`src/rtl/axi_line_read_master.sv`:
```
// axi_line_read_master: AXI4 read master that refills one cache line (or a single beat) per request
module axi_line_read_master #(
  parameter int MASTER_ID = 0,
  parameter int ADDR_W = 32,
  parameter int DATA_W = 32,
  parameter int ID_W = 4,
  parameter int LEN_W = 4,
  parameter int BEATS = 4
) (
  input  logic                    clk,
  input  logic                    rst,
  input  logic                    req_valid,
  output logic                    req_ready,
  input  logic [ADDR_W-1:0]       req_addr,
  input  logic                    req_line,
  input  logic                    hold_off,
  output logic                    busy,
  output logic                    line_valid,
  output logic [BEATS*DATA_W-1:0] line_data,
  output logic                    line_err,
  output logic [ID_W-1:0]         ARID_M,
  output logic [ADDR_W-1:0]       ARADDR_M,
  output logic [LEN_W-1:0]        ARLEN_M,
  output logic [2:0]              ARSIZE_M,
  output logic [1:0]              ARBURST_M,
  output logic                    ARVALID_M,
  input  logic                    ARREADY_M,
  input  logic [ID_W-1:0]         RID_M,
  input  logic [DATA_W-1:0]       RDATA_M,
  input  logic [1:0]              RRESP_M,
  input  logic                    RLAST_M,
  input  logic                    RVALID_M,
  output logic                    RREADY_M
);
  localparam int CW = $clog2(BEATS) + 1;
  localparam int XW = LEN_W + 1;
  localparam logic [ID_W-1:0] MID = ID_W'(MASTER_ID);
  localparam logic [ADDR_W-1:0] LINE_MASK = ~ADDR_W'(BEATS * DATA_W / 8 - 1);
  localparam logic [ADDR_W-1:0] BEAT_MASK = ~ADDR_W'(DATA_W / 8 - 1);
  typedef enum logic [1:0] {IDLE, ADDR, DATA, DONE} state_t;
  state_t state, state_nx;
  logic [CW-1:0] cnt;
  logic [XW-1:0] cnt_x, len_x;
  logic err, ar_held, beat, store, early, late, bad;
  assign ARID_M = MID;
  assign ARSIZE_M = 3'($clog2(DATA_W / 8));
  assign ARBURST_M = 2'b01;
  assign cnt_x = XW'(cnt);
  assign len_x = {1'b0, ARLEN_M};
  assign beat = state == DATA && RVALID_M;
  assign store = beat && cnt_x <= len_x;
  assign early = RLAST_M && cnt_x < len_x;
  assign late = !RLAST_M && cnt_x == len_x;
  assign bad = RRESP_M != 2'b00 || RID_M != MID || early || late;
  assign req_ready = state == IDLE;
  assign busy = state != IDLE;
  assign RREADY_M = state == DATA;
  // once raised, ARVALID ignores hold_off until the handshake completes
  assign ARVALID_M = state == ADDR && (ar_held || !hold_off);
  assign line_valid = state == DONE;
  assign line_err = state == DONE && err;
  always_ff @(posedge clk or negedge rst) begin
    if (!rst) state <= IDLE;
    else state <= state_nx;
  end
  always_comb begin
    state_nx = state;
    case (state)
      IDLE: state_nx = req_valid ? ADDR : IDLE;
      ADDR: state_nx = ARVALID_M && ARREADY_M ? DATA : ADDR;
      DATA: state_nx = beat && RLAST_M ? DONE : DATA;
      default: state_nx = IDLE;
    endcase
  end
  always_ff @(posedge clk or negedge rst) begin
    if (!rst) begin
      cnt <= '0;
      err <= 1'b0;
      ar_held <= 1'b0;
      ARADDR_M <= '0;
      ARLEN_M <= '0;
      line_data <= '0;
    end else begin
      ar_held <= ARVALID_M && !ARREADY_M;
      if (state == IDLE && req_valid) begin
        ARADDR_M <= req_addr & (req_line ? LINE_MASK : BEAT_MASK);
        ARLEN_M <= req_line ? LEN_W'(BEATS - 1) : '0;
        cnt <= '0;
        err <= 1'b0;
        line_data <= '0;
      end
      if (beat) begin
        cnt <= &cnt ? cnt : cnt + CW'(1);
        err <= err | bad;
      end
      // beats past ARLEN are consumed but never stored
      for (int k = 0; k < BEATS; k++)
        if (store && cnt == CW'(k)) line_data[k*DATA_W +: DATA_W] <= RDATA_M;
    end
  end
endmodule

```
`config.mk`:
```
export PLATFORM = sky130hd
export DESIGN_NAME = axi_line_read_master
export DESIGN_NICKNAME = d
export VERILOG_FILES = /design/src/rtl/axi_line_read_master.sv
export SDC_FILE = /design/constraint.sdc
export NUM_CORES = 1
export LEC_CHECK = 0
export CAP_MARGIN = 20
export CORE_ASPECT_RATIO = 1.2
export CORE_MARGIN = 3
export CORE_UTILIZATION = 32
export CTS_BUF_LIST = sky130_fd_sc_hd__clkbuf_8
export DETAILED_ROUTE_END_ITERATION = 10
export PLACE_DENSITY = 0.7
export SYNTH_ARGS = -nofsm -noshare
export SYNTH_HDL_FRONTEND = slang
export SYNTH_SLANG_ARGS = --single-unit
```
`constraint.sdc`:
```
create_clock -name clk -period 2.62 [get_ports clk]
set_input_delay 0.524 -clock clk [delete_from_list [all_inputs] [get_ports clk]]
set_output_delay 0.524 -clock clk [all_outputs]
set_load 0.03 [all_outputs]
```
==> impl_metrics.yaml <==
clocking:
  cts.clk_slew.worst_paths_ps: 90
  worstSkewPairLatency_ps: 450
  cts_buffers: 17
  post_cts_buffers: 0
  cts_sinks: 166
  cts_tree: "yes"
  htree_levels: 4
  root_buffer: "clkbuf_8"
  clock_path_buffers: 2
synth:
  synthArstFlopShare_pct: 100
  synth-edff-count: 0
  syn_area_mm2: 0.00720
  synth.most_common_cell: "dfrtp_1"
  ys_ff_latch: 166
  ys.flop_type: "dfrtp_1"
  synth_area_leaders: "dfrtp_1, mux2i_1, nand2_1"
  syn_inst: 585
  synthTopCellsByCount: "dfrtp_1, nand2_1, mux2i_1"
  synth_top_area_share_pct: 57.7
  synth_cell_types: 28
  synth_top_area_cell: "dfrtp_1"
  synth.yosys.seq_area_share_pct: 57.7
  synth.avg_cell_area_um2: 12.3
  yosysWarnings: 0
finish:
  drive_above_1_share_pct: 8.52
  area_growth_pct: 43.2
  finalCoreUtilization_pct: 47.0
  final_cells: 1119
  fill_cells: 1989
  nets: 918
  n_antenna_cell: 0
  final_area_mm2: 0.0103
power:
  vdd_drop_max_mv: 0.555
  p_leak_nw: 5.45
  pwr_density_cell_mw_per_mm2: 950
  p_total_mw: 9.79
flow_run:
  maxCapViolations: 0
worst_setup_path:
  cp_num_buf_inv: 1
  criticalPathCategory: "flip-flop to output port"
  critPathTopFamily: "buffers and inverters"
  critical_path.max_stage_delay_ps: 710
  path_cells: "nor2_2 -> clkdlybuf4s50_1"
  cp_slowest_cell: "clkdlybuf4s50_1"
  cp-start-kind: "flip-flop"
  critPathMaxFanout: 7
  required_ps: 2100
  endpoint_kind: "output port"
  crit_arrival_ps: 1870
floorplanning:
  dieHeight_um: 170
  io_pins: 257
  std_cell_rows: 59
  coreArea_mm2: 0.0219
  start_util_pct: 32.8
  dieArea_mm2: 0.0243
  die_w_um: 143
timing:
  fmax_ghz: 0.418
  setup_ws_ps: 227
  whs_ps: 498
  fin_crit_sh_pct: 91.3
  fin_tns_setup_ps: 0
  hold_viol: 0
  final.min_clock_period_ps: 2390
  finalSetupViolCount: 0
  slew_viol_final: 0
  rsz0062_at_grt: "no"
  fin_skew_ps: 8.74
route:
  drt_iter0_drc: 223
  wl_per_cell_um: 17.1
  vias_per_cell: 4.46
  drc: 0
  finalWirelength_mm: 19.1
  drt_first_pass_iters: 4
  final_antenna_net_count: 0
  vias: 4995
global_routing:
  antenna_found_initial: 0
  grt_max_degree: 70
  first_global_vias: 5283
  gr-usage-all-layers_pct: 15.8
  grt-ovfl-total: 0
  grt_pass1_wl_mm: 29.7
min_path:
  hp-class: "flip-flop to flip-flop"
placed_design:
  post_dp_cell_area_mm2: 0.00991
  portBuffers: 241
  place_ws_ps: 378
  place.gp.congestion: 0.755
  dp.cells: 1086
  dpl.hpwl_mm: 13.6
run_status:
  status: "completed"
[cells in the final DEF, fill, tap and decap left out, drive strengths merged, types with 2 or more instances in the layout]
master           n
dfrtp          166
clkdlybuf4s50  239
buf             21
bufinv           2
nand2          136
mux2            29
clkinvlp         2
nor2b            3
nand2b           4
conb            13
nor2             2
o22ai            2
o21ai            7
clkbuf          17
ha               8
clkinv           6
inv             44
nand3            7
mux2i          128
[cell type report]
| cell class | count | area [µm²] | area share (%) |
|---|---|---|---|
| clock buffer | 17 | 234 | 2.27 |
| clock inverter | 15 | 153 | 1.48 |
| multi-input combinational | 347 | 2600 | 25.2 |
| sequential | 166 | 4150 | 40.3 |
| inverter | 39 | 146 | 1.42 |
| tap | 274 | 343 | 3.33 |
| timing repair buffer | 261 | 2680 | 26.0 |
[flip-flops by register name, summed over array words and instances, names as in the netlist]
| name | count |
|---|---|
| err | 1 |
| ar_held | 1 |
| state | 2 |
| cnt | 3 |
| ARLEN_M | 1 |
| ARADDR_M | 30 |
| line_data | 128 |
[repair_timing]
item / in CTS / in global routing
endpoints found under the hold margin: 39 / 0
gates resized for setup: 0 / 0
hold buffers: 1 / 0
[final timing paths]
check	startpoint	to	slack, ps	cells past startpoint
setup / recovery	state[1]	req_ready	230	2
hold / removal	ARADDR_M[2]	ARADDR_M[2]	500	2
setup reg to reg	ARLEN_M[0]	line_data[96]	480	7
hold reg to reg	ARADDR_M[2]	ARADDR_M[2]	500	2
max in group asynchronous	rst	ARADDR_M[21]	1270	3
min in group asynchronous	rst	line_data[37]	570	2
[worst register-to-register path: cells and delay by family, from the launching register on]
kind                       cells  cell delay (ps)
buffers and inverters          2              350
adders and majority gates      1              310
and+or+nand+nor                2              480
AOI/OAI and AO/OA              1              280
DFF                            1              440
muxes                          1              160
[power by group]
group	switching [mW]	total (mW)	internal, mW
clock network	1.01	1.86	0.855
registers	0.363	3.54	3.18
logic	2.53	4.39	1.86
total	3.90	9.79	5.89
[metal layers]
metal	share of wire, %	global-route usage (%)
met1	40	18.3
met2	52	27.7
met3	6.8	5.56
met4	0.99	3.97
met5	0	0
[cells by family after synthesis]
family	count (synthesis)	share of synthesized area (%)
flops	166	57.7
simple gates	158	10.0
mux	157	22.9
buf+inv	83	6.87
compound gates	11	1.06
fa+ha+maj	8	1.39
other cells	2	0.104
Note: power is estimated with default switching activity, not from simulation.
